--- config.mk ---
export PLATFORM = sky130hd
export DESIGN_NAME = reg_bank_sb
export DESIGN_NICKNAME = d
export VERILOG_FILES = /design/src/rtl/cpu_pkg.sv /design/src/rtl/decoder5to32.sv /design/src/rtl/reg_bank_sb.sv
export SDC_FILE = /design/constraint.sdc
export NUM_CORES = 1
export LEC_CHECK = 0
export CORE_AREA = 5 5 429 431
export CTS_CLUSTER_SIZE = 25
export DETAILED_ROUTE_END_ITERATION = 7
export DIE_AREA = 0 0 434 436
export MAX_ROUTING_LAYER = met4
export PLACE_DENSITY = 0.41
export SLEW_MARGIN = 20
export SYNTH_ARGS = -nofsm -noshare
export SYNTH_HDL_FRONTEND = slang
export SYNTH_SLANG_ARGS = --single-unit
--- constraint.sdc ---
create_clock -name clk -period 2.6 [get_ports clk]
set_input_delay 0.39 -clock clk [delete_from_list [all_inputs] [get_ports clk]]
set_output_delay 0.39 -clock clk [all_outputs]
set_load 0.02 [all_outputs]
--- src/rtl/cpu_pkg.sv ---
// rtl/cpu_pkg.sv - shared CPU register-file widths and types
package cpu_pkg;

    localparam int REG_W  = 32;
    localparam int NREG   = 32;
    localparam int REG_AW = 5;

    typedef logic [REG_AW-1:0]           regaddr_t;
    typedef logic [REG_W-1:0]            word_t;
    typedef logic [NREG-1:0][REG_W-1:0]  regarray_t;

endpackage

--- src/rtl/decoder5to32.sv ---
// rtl/decoder5to32.sv - 5-to-32 one-hot decoder with enable, bit 0 masked
module decoder5to32
    import cpu_pkg::*;
(
    input  logic        en,
    input  regaddr_t    addr,
    output logic [31:0] onehot
);

    // Register 0 is hardwired, so its select line is never raised.
    always_comb begin
        onehot = '0;
        if (en && (addr != '0)) begin
            onehot[addr] = 1'b1;
        end
    end

endmodule

--- src/rtl/reg_bank_sb.sv ---
// rtl/reg_bank_sb.sv - register bank with busy scoreboard, optional REG_BANK_BYPASS_EN forwarding
module reg_bank_sb
    import cpu_pkg::*;
#(
    parameter int NREG  = 32,
    parameter int REG_W = 32
) (
    input  logic                        clk,
    input  logic                        rst_n,
    input  logic                        wb_en,
    input  regaddr_t                    wb_addr,
    input  logic [REG_W-1:0]            wb_data,
    input  logic                        iss_en,
    input  regaddr_t                    iss_dst,
    input  regaddr_t                    rs_addr,
    input  regaddr_t                    rt_addr,
    output logic [NREG-1:0][REG_W-1:0]  regs_out,
    output logic [NREG-1:0]             busy,
    output logic                        stall
);

    regarray_t          regs_q;
    logic [NREG-1:0]    busy_q;
    logic [NREG-1:0]    busy_d;
    logic [NREG-1:0]    wb_hot;
    logic [NREG-1:0]    iss_hot;
    logic [NREG-1:0]    busy_eff;

    decoder5to32 u_wb_dec (
        .en     (wb_en),
        .addr   (wb_addr),
        .onehot (wb_hot)
    );

    decoder5to32 u_iss_dec (
        .en     (iss_en),
        .addr   (iss_dst),
        .onehot (iss_hot)
    );

    // Write-back retires a pending write; a same-cycle issue re-arms it since it is newer.
    always_comb begin
        busy_d = (busy_q & ~wb_hot) | iss_hot;
    end

    // Register storage; row 0 is never selected by the decoder and so stays zero.
    always_ff @(posedge clk or negedge rst_n) begin
        if (!rst_n) begin
            regs_q <= '0;
        end else begin
            for (int i = 0; i < NREG; i++) begin
                if (wb_hot[i]) begin
                    regs_q[i] <= wb_data;
                end
            end
        end
    end

    // Scoreboard of registers with an in-flight write.
    always_ff @(posedge clk or negedge rst_n) begin
        if (!rst_n) begin
            busy_q <= '0;
        end else begin
            busy_q <= busy_d;
        end
    end

    // Operand array to the read muxes, optionally overlaid with this cycle's write-back.
    always_comb begin
        regs_out = regs_q;
`ifdef REG_BANK_BYPASS_EN
        for (int i = 0; i < NREG; i++) begin
            if (wb_hot[i]) begin
                regs_out[i] = wb_data;
            end
        end
`endif
    end

    // Busy view used for hazard detection; a forwarded source is no longer a hazard.
    always_comb begin
`ifdef REG_BANK_BYPASS_EN
        busy_eff = busy_q & ~wb_hot;
`else
        busy_eff = busy_q;
`endif
    end

    // Hazard detect on both decode sources; register 0 never stalls.
    always_comb begin
        stall = (busy_eff[rs_addr] & (rs_addr != '0)) |
                (busy_eff[rt_addr] & (rt_addr != '0));
    end

    assign busy = busy_q;

endmodule

==> out/metrics.yaml <==
clock_network:
  clock_latency_ns: 0.78
  path_clk_slew_ns: 0.06
  cts_tree: "built"
  cts-htree-levels: 4
  clock_sinks: 1056
  cts-buffers-inserted: 133
  cts_buffer_depth: 3
  cts-root-buf: "clkbuf_16"
floorplanning:
  rows: 156
  start_util: 0.2212
  core_area_sq_um: 179800
  io_pins: 1113
  fp.dieH_um: 436
  dieWidth_um: 434
  die-area_sq_um: 189200
route:
  drt-vias-per-instance: 4.237
  ant_nets: 0
  drc: 0
  wl_mm: 178.1
  vias: 26030
  drtIter0Drc: 896
  drtPass1Iterations: 4
  wl_per_cell_um: 28.98
critical_path:
  worstPathCellList: "mux4_2 -> o21ai_2 -> a311oi_1 -> a311o_1 -> a211o_1 -> buf_6"
  worstPathArrival_ns: 2.65
  cp-start-kind: "flip-flop"
  cp_slowest_cell: "mux4_2"
  critPathKind: "reg2out"
  worstRegToRegCells: 2
  cp_max_fo: 3
  slowest_delay_ns: 0.48
  end_kind: "primary output"
  worstPathRequired_ns: 2.21
synthesis:
  ys_types: 43
  ys.flop_type: "dfrtp_1"
  seq_area_frac_synth: 0.6644
  synth.ff_latch_count: 1056
  synthArstFlopShare: 1.000
  synth-warning-count: 0
  syn_area_sq_um: 39770
  syn_inst: 2444
  synth_nets: 2500
  synth_edf_count: 0
  avgSynthCellArea_sq_um: 16.27
sta:
  hold_viol: 0
  tightestPinTransition_ns: 0.9517
  slew_headroom: 0.3656
  drv_slew: 0
  finClkSkew_ns: 0
  setup_viol: 1
  fmax_mhz: 328.7
  period_needed_ns: 3.042
  grt_setup_unrepaired: "true"
  timing.final.crit_share: 1.170
  fin_ws_ns: -0.4423
final_layout:
  num-fill-cells: 17820
  layout_common_cells: "clkdlybuf4s50_1, dfrtp_1, mux2_2, buf_4, clkbuf_16"
  fin_cells: 6144
  nets: 3724
  drive_above_1_share: 0.3801
  area_growth_pct: 50.78
  layout_commonest_cell: "clkdlybuf4s50_1"
power_and_ir_drop:
  ir_worst_vdd_v: 0.0005832
  leakagePower_nw: 26.33
  powerDensity_nw_per_um2: 945.3
global_routing:
  grt_max_degree: 112
  first_global_vias: 27910
  antenna_found_initial: 10
  grt_pass1_wl_mm: 244.7
  grt_usage: 0.1909
  globalRouteOverflowTotal: 0
status:
  violations: "negative setup slack"
  outcome: "finished, violations left"
placed_design:
  post-place-cells: 5902
  routabilityCongestion: 0.8005
  port_buffers: 1112
  hpwl_mm: 129.9
  place_ws_ns: -0.8834
job:
  drv_cap: 0
min_path:
  hold_path.class: "in2async"
cell usage after synthesis (6+ instances only):
master    count  area share
nand2_1      20      0.0019
mux2_1       39       0.011
buf_2        62      0.0078
buf_1        30      0.0028
mux2i_1       7      0.0018
clkbuf_1    141       0.013
dfrtp_1    1056        0.66
nand3b_1      6      0.0011
mux2_2      953        0.27
nor3b_1       7      0.0013
mux4_2       11      0.0062
nor2_1       17      0.0016
a22o_1       11      0.0024
o21ai_0      29      0.0036
area by class of cell:
class | instances | area, sq um | area share
clock buffer | 198 | 3965 | 0.06612
tap | 2370 | 2965 | 0.04945
sequential | 1056 | 26430 | 0.4406
antenna | 9 | 22.52 | 0.0003755
timing repair buffer | 1323 | 13520 | 0.2254
multi-input combinational | 1154 | 12560 | 0.2095
clock inverter | 34 | 514.2 | 0.008575
stage by stage:
stage / util / power (mW) / instance area [sq um] / hold slack, ns / setup TNS, ns
final: 0.3336 / 56.69 / 59970 / 0.1410 / -0.4423
after global routing: 0.3335 / 59.09 / 59950 / 0.1175 / -0.6011
after CTS: 0.3335 / 57.72 / 59940 / 0.06427 / -0.6146
after detailed placement: 0.3085 / 38.36 / 55450 / 0.3295 / -0.8834
after global placement: 0.3085 / 38.25 / 55450 / 0.3326 / -0.8849
after floorplan: - / 28.31 / 39770 / 0.09441 / 0
state kept, by name, indices dropped and copies added, names as in the netlist:
name / cells
regs_out: 1024
busy: 32
metal layers:
| metal | share of wire | routed length [um] | GRT usage | vias to the layer above |
|---|---|---|---|---|
| li1 | - | - | - | 11060 |
| met1 | 0.38 | 67320 | 0.2068 | 13930 |
| met2 | 0.52 | 93090 | 0.3370 | 799 |
| met3 | 0.064 | 11310 | 0.05261 | 244 |
| met4 | 0.036 | 6358 | 0.06304 | 0 |
| met5 | 0 | 0 | - | - |
cell families (layout without fill, tap and decap cells):
logic type	count (synthesis)	in the layout	synth area share
mux	1012	1012	0.2899
flops	1056	1056	0.6644
compound gates	62	62	0.01044
simple gates	80	80	0.01104
buf+inv	234	1555	0.02422
other cells	0	9	0
path summary, 6_finish.rpt:
check	from	endpoint	slack [ns]
max in group asynchronous	rst_n	regs_out[819]	1.38
min in group clk	wb_data[12]	regs_out[204]	0.23
max	busy[6]	stall	-0.44
max reg2reg	busy[1]	busy[1]	1.69
min reg2reg	regs_out[17]	regs_out[17]	0.37
min	rst_n	regs_out[284]	0.14
where the power goes:
group | internal [mW] | switching (mW) | leakage (nW) | total, mW
Clock | 11.3 | 7.60 | 2.20 | 18.9
Combinational | 7.86 | 8.74 | 10.6 | 16.6
Sequential | 19.6 | 1.62 | 13.5 | 21.2
Total | 38.7 | 18.0 | 26.3 | 56.7
timing repair:
item | 4_1_cts | 5_1_grt
pin swaps | 2 | 2
hold buffers | 1 | 0
setup endpoints to repair | 1 | 1
setup buffers | 0 | 0
resized for setup | 8 | 1
hold endpoints to repair | 399 | 0
gates cloned | 0 | 0
worst max-delay path, delay by kind of cell, from the launching register on:
kind                   cells  cell delay, ns
multiplexers               1            0.48
AO/OA/AOI/OAI              4            0.83
flip-flops                 1            0.40
buffers and inverters      1            0.17
(Power assumes the default switching activity.)
